### config.mk
export PLATFORM = sky130hd
export DESIGN_NAME = vga_scene_gen
export DESIGN_NICKNAME = d
export VERILOG_FILES = /design/src/rtl/vga_scene_gen.sv
export SDC_FILE = /design/constraint.sdc
export NUM_CORES = 1
export LEC_CHECK = 0
export ABC_AREA = 0
export BUFFER_PORTS_ARGS = -buffer_cell sky130_fd_sc_hd__buf_2
export CORE_ASPECT_RATIO = 1.2
export CORE_MARGIN = 2
export CORE_UTILIZATION = 55
export DETAILED_ROUTE_END_ITERATION = 10
export PLACE_DENSITY = 0.74
export SYNTH_ARGS = -nofsm -noshare
export SYNTH_HDL_FRONTEND = slang
export SYNTH_SLANG_ARGS = --single-unit
### constraint.sdc
create_clock -name dclk -period 5.2 [get_ports dclk]
set_input_delay 0 -clock dclk [delete_from_list [all_inputs] [get_ports dclk]]
set_output_delay 0 -clock dclk [all_outputs]
set_load 0.02 [all_outputs]
### src/rtl/vga_scene_gen.sv
// Raster timing generator and scene renderer: bird, pipes, score ticks, ground and sky.
// Scene inputs are shadowed once per frame; the pixel path is two registered stages.
module vga_scene_gen #(
    parameter int H_ACTIVE  = 640,
    parameter int H_FP      = 16,
    parameter int H_SYNC    = 96,
    parameter int H_BP      = 48,
    parameter int V_ACTIVE  = 480,
    parameter int V_FP      = 10,
    parameter int V_SYNC    = 2,
    parameter int V_BP      = 29,
    parameter int NUM_PIPES = 2,
    parameter int SCORE_W   = 4,
    parameter int SYNC_POL  = 0
) (
    input  logic                    dclk,
    input  logic                    clr,
    input  logic [9:0]              bird_y,
    input  logic [NUM_PIPES*10-1:0] pipe_x,
    input  logic [NUM_PIPES*9-1:0]  pipe_gap,
    input  logic [SCORE_W-1:0]      score,
    output logic                    hsync,
    output logic                    vsync,
    output logic                    de,
    output logic                    frame_start,
    output logic [2:0]              red,
    output logic [2:0]              green,
    output logic [1:0]              blue
);

    localparam int H_TOTAL = H_ACTIVE + H_FP + H_SYNC + H_BP;
    localparam int V_TOTAL = V_ACTIVE + V_FP + V_SYNC + V_BP;
    localparam int TICKS   = (1 << SCORE_W) - 1;

    localparam logic [10:0] H_LAST  = 11'(H_TOTAL - 1);
    localparam logic [10:0] H_PRE   = 11'(H_TOTAL - 2);
    localparam logic [10:0] V_LAST  = 11'(V_TOTAL - 1);
    localparam logic [10:0] H_ACT   = 11'(H_ACTIVE);
    localparam logic [10:0] V_ACT   = 11'(V_ACTIVE);
    localparam logic [10:0] HS_ON   = 11'(H_ACTIVE + H_FP);
    localparam logic [10:0] HS_OFF  = 11'(H_ACTIVE + H_FP + H_SYNC);
    localparam logic [10:0] VS_ON   = 11'(V_ACTIVE + V_FP);
    localparam logic [10:0] VS_OFF  = 11'(V_ACTIVE + V_FP + V_SYNC);
    localparam logic [10:0] GROUND  = 11'(V_ACTIVE - 20);
    localparam logic [10:0] TICK_Y0 = 11'(V_ACTIVE - 12);
    localparam logic [10:0] TICK_Y1 = 11'(V_ACTIVE - 2);
    localparam logic        POL     = (SYNC_POL != 0) ? 1'b1 : 1'b0;

    logic [10:0]             hc_r, vc_r;
    logic                    latch_s;
    logic [9:0]              bird_r;
    logic [NUM_PIPES*10-1:0] px_r;
    logic [NUM_PIPES*9-1:0]  gap_r;
    logic [SCORE_W-1:0]      score_r;

    logic [10:0] bird_ext_s, by_s, px_s, gp_s;
    logic        bird_hit_s, pipe_hit_s, tick_x_s, tick_s;

    logic [10:0] x1_r, y1_r;
    logic        v1_r, bird1_r, pipe1_r, tick1_r;

    logic        de_s, hs_act_s, vs_act_s, ground_s;
    logic [2:0]  red_s, green_s;
    logic [1:0]  blue_s;

    assign latch_s = (hc_r == H_LAST) && (vc_r == V_LAST);

    // Raster position counters.
    always_ff @(posedge dclk or posedge clr) begin
        if (clr) begin
            hc_r <= 11'd0;
            vc_r <= 11'd0;
        end else if (hc_r == H_LAST) begin
            hc_r <= 11'd0;
            vc_r <= (vc_r == V_LAST) ? 11'd0 : vc_r + 11'd1;
        end else begin
            hc_r <= hc_r + 11'd1;
        end
    end

    // Frame-boundary shadow registers and frame_start pulse (high during the latch cycle).
    always_ff @(posedge dclk or posedge clr) begin
        if (clr) begin
            bird_r      <= 10'd0;
            px_r        <= '0;
            gap_r       <= '0;
            score_r     <= '0;
            frame_start <= 1'b0;
        end else begin
            frame_start <= (hc_r == H_PRE) && (vc_r == V_LAST);
            if (latch_s) begin
                bird_r  <= bird_y;
                px_r    <= pipe_x;
                gap_r   <= pipe_gap;
                score_r <= score;
            end else begin
                bird_r  <= bird_r;
                px_r    <= px_r;
                gap_r   <= gap_r;
                score_r <= score_r;
            end
        end
    end

    // Object hit tests for the current raster position, all in 11 bits so nothing wraps.
    always_comb begin
        bird_ext_s = {1'b0, bird_r};
        by_s       = (bird_ext_s >= V_ACT) ? 11'd0 : (V_ACT - bird_ext_s);
        bird_hit_s = (hc_r >= 11'd100) && (hc_r < 11'd140) &&
                     ((vc_r + 11'd20) > by_s) && (vc_r < (by_s + 11'd20));
        px_s       = 11'd0;
        gp_s       = 11'd0;
        pipe_hit_s = 1'b0;
        for (int i = 0; i < NUM_PIPES; i++) begin
            px_s       = {1'b0, px_r[10*i +: 10]};
            gp_s       = {2'b00, gap_r[9*i +: 9]};
            pipe_hit_s = pipe_hit_s |
                         ((hc_r >= px_s) && (hc_r < (px_s + 11'd50)) && (hc_r < H_ACT) &&
                          ((vc_r < gp_s) || (vc_r >= (gp_s + 11'd140))) && (vc_r < GROUND));
        end
        tick_x_s = 1'b0;
        for (int k = 0; k < TICKS; k++) begin
            tick_x_s = tick_x_s |
                       ((k < int'(score_r)) && (hc_r >= 11'(20 + 10 * k)) &&
                        (hc_r < 11'(25 + 10 * k)));
        end
        tick_s = tick_x_s && (vc_r >= TICK_Y0) && (vc_r <= TICK_Y1);
    end

    // Pixel stage 1: position, valid and hit flags.
    always_ff @(posedge dclk or posedge clr) begin
        if (clr) begin
            x1_r    <= 11'd0;
            y1_r    <= 11'd0;
            v1_r    <= 1'b0;
            bird1_r <= 1'b0;
            pipe1_r <= 1'b0;
            tick1_r <= 1'b0;
        end else begin
            x1_r    <= hc_r;
            y1_r    <= vc_r;
            v1_r    <= 1'b1;
            bird1_r <= bird_hit_s;
            pipe1_r <= pipe_hit_s;
            tick1_r <= tick_s;
        end
    end

    // Stage 2 decode: sync/active windows and colour priority.
    always_comb begin
        de_s     = v1_r && (x1_r < H_ACT) && (y1_r < V_ACT);
        hs_act_s = (x1_r >= HS_ON) && (x1_r < HS_OFF);
        vs_act_s = (y1_r >= VS_ON) && (y1_r < VS_OFF);
        ground_s = (y1_r >= GROUND);
        red_s    = 3'd0;
        green_s  = 3'd0;
        blue_s   = 2'd0;
        if (!de_s) begin
            red_s = 3'd0; green_s = 3'd0; blue_s = 2'd0;
        end else if (tick1_r) begin
            red_s = 3'd7; green_s = 3'd7; blue_s = 2'd3;
        end else if (bird1_r) begin
            red_s = 3'd0; green_s = 3'd0; blue_s = 2'd0;
        end else if (pipe1_r) begin
            red_s = 3'd7; green_s = 3'd0; blue_s = 2'd0;
        end else if (ground_s) begin
            red_s = 3'd0; green_s = 3'd7; blue_s = 2'd0;
        end else begin
            red_s = 3'd0; green_s = 3'd7; blue_s = 2'd3;
        end
    end

    // Pixel stage 2: registered colour with syncs and de aligned to it.
    always_ff @(posedge dclk or posedge clr) begin
        if (clr) begin
            hsync <= ~POL;
            vsync <= ~POL;
            de    <= 1'b0;
            red   <= 3'd0;
            green <= 3'd0;
            blue  <= 2'd0;
        end else begin
            hsync <= hs_act_s ? POL : ~POL;
            vsync <= vs_act_s ? POL : ~POL;
            de    <= de_s;
            red   <= red_s;
            green <= green_s;
            blue  <= blue_s;
        end
    end

endmodule

Yosys cells after proc, flatten, opt, wreduce, memory -nomap -nowiden
Cells that the tools add are included.

Add/sub/neg operators: 9. $lt $le $gt $ge: 68. Equality and inequality tests: 3. Mux-type cells: 18. Bitwise operators: 15. Reduce and logical (&&, ||, !) cells: 51.

Operator list (count): $lt A11 B7 Y1 const B (7); $ge A11 B7 Y1 const B (6); $lt A11 B8 Y1 const B (5); $logic_and A1 B1 Y1 (49); $ge A11 B10 Y1 (4); $ge A11 B8 Y1 const B (4); $eq A11 B10 Y1 const B (3); $ge A11 B6 Y1 const B (3); $ge A11 B9 Y1 const B (3); $lt A11 B10 Y1 const B (3); $lt A11 B11 Y1 (3); $lt A11 B6 Y1 const B (3); $lt A11 B9 Y1 const B (3); $mux W11 (3); $lt A4 B4 Y1 const A (7); $mux W3 (8); $add A10 B6 Y11 const B (2); $add A11 B1 Y11 const B (2); $add A11 B5 Y11 const B (2); $ge A11 B5 Y1 const B (2); $lt A11 B9 Y1 (2); $add A9 B8 Y10 const B (2); $lt A3 B4 Y1 const A (4); $or A1 B1 Y1 (15); other kinds (11) (19).

Register bits: 112. Input bits: 54. Output and inout bits: 12.

Longest topological paths before layout
Depth after elaboration: 19. Gate-level depth with buffers: 17. Depth with buffers taken out: 17.

Least setup slack after synthesis
Ideal clock, no wire load.

Path kind: register to register. Start point: reg bird_r[0]. End point: reg bird1_r. Arrival: 2.949 ns. Data required time: 5.112 ns. Path slack: 2.162 ns. Stages on the path, launching flop included: 18. Buffers on the path: 0. Clock period less this slack: 3.038 ns. Path through: dfrtp_1 > inv_1 > ha_1 > nand2b_1 > a31oi_1 > nor2_1 > nand2_1 > inv_1 > ha_1 > nor2_1 > nor3b_1 > mux2_2 > ha_1 > a21oi_1 > o22ai_1 > nor3b_1 > o2111ai_1 > a41oi_1.

Word-level cells in the longest chain between the ends: 5. Elaborated cells on any way between the ends: 8. Classes of those cells: 2 x add/sub; 3 x order compare; 1 x mux; 2 x reduce/logical.

RTL lines: from (decl) (line 51) `logic [9:0] bird_r;`; from (signal assigned) (line 92) `bird_r <= bird_y;`; from (signal assigned) (line 97) `bird_r <= bird_r;`; $sub A9 B10 Y11 / $ge A10 B9 Y1 (equally long branches) (line 108) `by_s = (bird_ext_s >= V_ACT) ? 11'd0 : (V_ACT - bird_ext_s);`; $mux W11 (*) (line 108); $add A11 B5 Y11 / $gt A11 B11 Y1 (equally long branches) (line 110) `((vc_r + 11'd20) > by_s) && (vc_r < (by_s + 11'd20));`; $lt A11 B11 Y1 / $logic_and A1 B1 Y1 (equally long branches) (line 110, 109); $logic_and A1 B1 Y1 (*) (line 110); net bird_hit_s (line 57) `logic bird_hit_s, pipe_hit_s, tick_x_s, tick_s;`; to (signal assigned) (line 143) `bird1_r <= bird_hit_s;`; to (decl) (line 60) `logic v1_r, bird1_r, pipe1_r, tick1_r;`.

Mark *: on every way through the listed nets, which the timed path passes. The rest lies on a longest branch. A chain may end at the register's enable or synchronous reset.

Worst setup path after layout
Start point: reg hc_r[4]. End point: reg px_r[10].

Word-level cells in the longest chain between the ends: 2.

RTL lines: from (decl) (line 49) `logic [10:0] hc_r, vc_r;`; from (signal assigned) (line 77) `hc_r <= hc_r + 11'd1;`; $eq A11 B10 Y1 (line 66) `assign latch_s = (hc_r == H_LAST) && (vc_r == V_LAST);`; $logic_and A1 B1 Y1 (line 66); to (signal assigned) (line 93) `px_r <= pipe_x;`; to (signal assigned) (line 98) `px_r <= px_r;`; to (decl) (line 52) `logic [NUM_PIPES*10-1:0] px_r;`.

No other way between the ends.

==> results.yml <==
cts:
  cts_root_buffer: "clkbuf_16"
  clk_latency_ns: 0.36
  clock-sinks: 102
  post_cts_resized: 0
  htree_levels: 3
  clk_path_buf_depth: 2
  path_clk_slew_ns: 0.08
  cts_tree: "done"
  cts_buffers: 9
finish:
  ff_latch_area_um2: 2555
  fin_nets: 1087
  antenna_cells: 0
  fillers: 1067
  stdcell_count: 1097
  multiInputGateArea_um2: 4552
  area_delta_synth_final_pct: 15.19
  final_layout_size_suffix_gt1_share_pct: 11.84
timing:
  setup_violations: 0
  rsz0062_at_grt: "false"
  fin_crit_sh_pct: 66.65
  max_slew_margin_pct: 40.59
  clock_skew_ns: 0.006467
  hold_viol_final: 0
  worst_pin_slew_ns: 0.8912
  period_needed_ns: 3.466
  setup_tns_ns: 0
  slew_violations: 0
  fmax_mhz: 288.5
drt:
  drt-met1-wl_um: 7982
  met3_wirelength_um: 515
  final_antenna_net_count: 0
  dr_wl_met2_um: 7999
  drcViolationCount: 0
  vias: 6190
  wirelength_um: 16880
  drt-pass1-iter-count: 5
  drt_first_iter_violations: 457
  routed.top_layer: "met4"
  wl_per_cell_um: 15.39
  via_per_inst: 5.643
status:
  outcome: "finished clean"
setup_path:
  crit_required_ns: 5.45
  worstPathArrival_ns: 3.72
  crit_type: "reg -> reg"
  rrSetupSlack_ns: 1.73
  worstSetupStartpointType: "flip-flop"
  r2r-end: "px_r[10]"
  end_kind: "flip-flop"
  r2r-start: "hc_r[4]"
  path_max_fanout: 82
  reg2reg_depth: 4
power:
  p_leak_nw: 4.330
  peakVddDrop_mv: 0.1678
  power_density_nw_per_um2: 176.5
run:
  drv_cap: 0
grt:
  grt_pass1_wl_um: 28630
  gr-total-overflow: 0
  grt_start_max_net_pins: 83
  gr-usage-all-layers_pct: 23.73
  grt_pass1_vias: 5899
  antenna_found_initial: 0
yosys:
  ys_async_sr_fraction_pct: 100.0
  yosysSeqAreaShare_pct: 33.84
  ys.flop_type: "dfrtp_1"
  ys_warn_count: 0
  syn_area_per_cell_um2: 9.065
  synth_edf_count: 0
  synth_area_um2: 7551
  synth-seq-cells: 102
  yosys.cell_types.count: 65
  synthCells: 833
die:
  die_h_um: 132.4
  num_rows: 46
  die_x_um: 111.0
  die_area_um2: 14690
  core-area_um2: 13300
  start_util_pct: 56.79
  io_pins: 66
hold_path:
  hold_path.class: "in -> async"
place:
  place.gp.congestion: 0.9177
  port_buffers: 65
  dpl.hpwl_um: 11750
  dp_cells: 1029
-- critical path: stages (launching register included) --
cell and delay, ns:
dfrtp_1 0.80, or4b_4 0.58, nor4_4 0.65, and2_4 0.81, mux2_2 0.42
-- per-layer routing --
metal | GRT usage, % | vias to the layer above
met5 | 0 | -
met4 | 8.750 | 0
met3 | 2.897 | 36
met2 | 38.85 | 125
met1 | 32.50 | 2900
li1 | - | 3129
-- registers in the layout, summed over array words and instances (netlist names) --
register,flops
px_r,20
gap_r,18
hc_r,11
vc_r,11
bird_r,10
y1_r,10
x1_r,7
score_r,4
bird1_r,1
blue,1
de,1
frame_start,1
green,1
hsync,1
pipe1_r,1
red,1
tick1_r,1
v1_r,1
vsync,1
-- timing repair --
action / 4_1_cts / 5_1_grt
setup buffers: 0 / 0
setup endpoints to repair: 0 / 0
hold buffers: 53 / 0
endpoints found under the hold margin: 83 / 0
-- synthesized netlist by cell type (4+ instances only) --
| master | count | area, um^2 |
|---|---|---|
| a211oi_1 | 10 | 75.07 |
| a21o_1 | 12 | 90.09 |
| a21oi_1 | 29 | 145.1 |
| a31oi_1 | 8 | 50.05 |
| and3_1 | 4 | 25.02 |
| buf_2 | 8 | 40.04 |
| buf_4 | 7 | 52.55 |
| clkbuf_1 | 20 | 75.07 |
| dfrtp_1 | 100 | 2502 |
| ha_1 | 108 | 1351 |
| inv_1 | 61 | 229.0 |
| mux2_1 | 9 | 101.4 |
| mux2_2 | 9 | 101.4 |
| nand2_1 | 87 | 326.6 |
| nand2b_1 | 10 | 62.56 |
| nand3_1 | 38 | 190.2 |
| nand4_1 | 11 | 68.82 |
| nor2_1 | 44 | 165.2 |
| nor2b_1 | 12 | 75.07 |
| nor3_1 | 24 | 120.1 |
| nor4_1 | 7 | 43.79 |
| o211ai_1 | 7 | 52.55 |
| o21a_1 | 10 | 75.07 |
| o21ai_0 | 62 | 310.3 |
| o21ai_2 | 10 | 87.58 |
| o22ai_1 | 4 | 25.02 |
| o31ai_1 | 5 | 37.54 |
| or3_1 | 6 | 37.54 |
| or4_1 | 4 | 30.03 |
| xnor2_1 | 41 | 359.1 |
| xor2_1 | 15 | 131.4 |
-- worst max-delay path by stage --
stage                     startpoint  cells after the start  slack, ns   endpoint
after floorplan            bird_r[0]                     17       2.16    bird1_r
after global placement       hc_r[4]                      4       1.85  bird_r[5]
after detailed placement     hc_r[4]                      4       1.75  bird_r[7]
after CTS                  bird_r[0]                     17       1.73    bird1_r
after global routing       bird_r[0]                     17       1.41    bird1_r
final                        hc_r[4]                      4       1.73   px_r[10]
-- per-stage QoR --
step / total power (W) / utilization (%) / hold slack (ns) / setup WS [ns] / cell area [um^2]
after global routing: 0.001588 / 65.42 / 0.2411 / 1.410 / 8698
final: 0.001535 / 65.42 / 0.1923 / 1.734 / 8698
after global placement: 0.0008550 / 59.34 / 0.03601 / 1.848 / 7889
after floorplan: 0.0008296 / - / 0.1168 / 2.162 / 7555
after detailed placement: 0.0008551 / 59.34 / 0.03984 / 1.750 / 7889
after CTS: 0.001552 / 65.42 / 0.2127 / 1.731 / 8698
-- cells by family after synthesis --
kind of cell             Yosys count  synth area share (%)
flip-flops                       102                 33.84
adder cells (fa/ha/maj)          109                 18.03
multiplexers                      20                 2.950
AO/OA/AOI/OAI                    178                 15.03
buffers and inverters            101                 5.965
other                              1               0.04966
AND/OR/NAND/NOR                  266                 17.65
XOR/XNOR                          56                 6.495
-- cell usage in the layout (no fill, tap or decap), drive strengths merged, types with 4 or more instances in the layout --
cell / count
inv: 65
o22ai: 4
or3: 6
o21a: 10
or4: 4
buf: 67
nor2b: 12
o21ai: 72
ha: 108
clkbuf: 9
nand4: 12
nor4: 8
a21o: 12
a211oi: 10
dlygate4sd3: 53
nor2: 44
nand2b: 10
and3: 4
nand3: 38
xor2: 15
o31ai: 5
nand2: 87
mux2: 18
nor3: 24
o211ai: 7
dfrtp: 100
xnor2: 41
a21oi: 29
a31oi: 8
-- layout make-up --
| class | count | share of cell area (%) |
|---|---|---|
| clock buffers | 9 | 2.589 |
| clock inverters | 6 | 0.6185 |
| inverters | 61 | 2.661 |
| multi-input cells | 631 | 52.33 |
| flip-flops and latches | 102 | 29.37 |
| well taps | 168 | 2.417 |
| repair buffers | 120 | 10.01 |
-- power breakdown --
part / leakage, nW / internal [W] / switching [W]
clock network: 0.135 / 0.000332 / 0.000333
registers: 1.20 / 0.000794 / 0.000000530
logic: 3.00 / 0.0000436 / 0.0000317
Power figures use the tool's default switching activity.
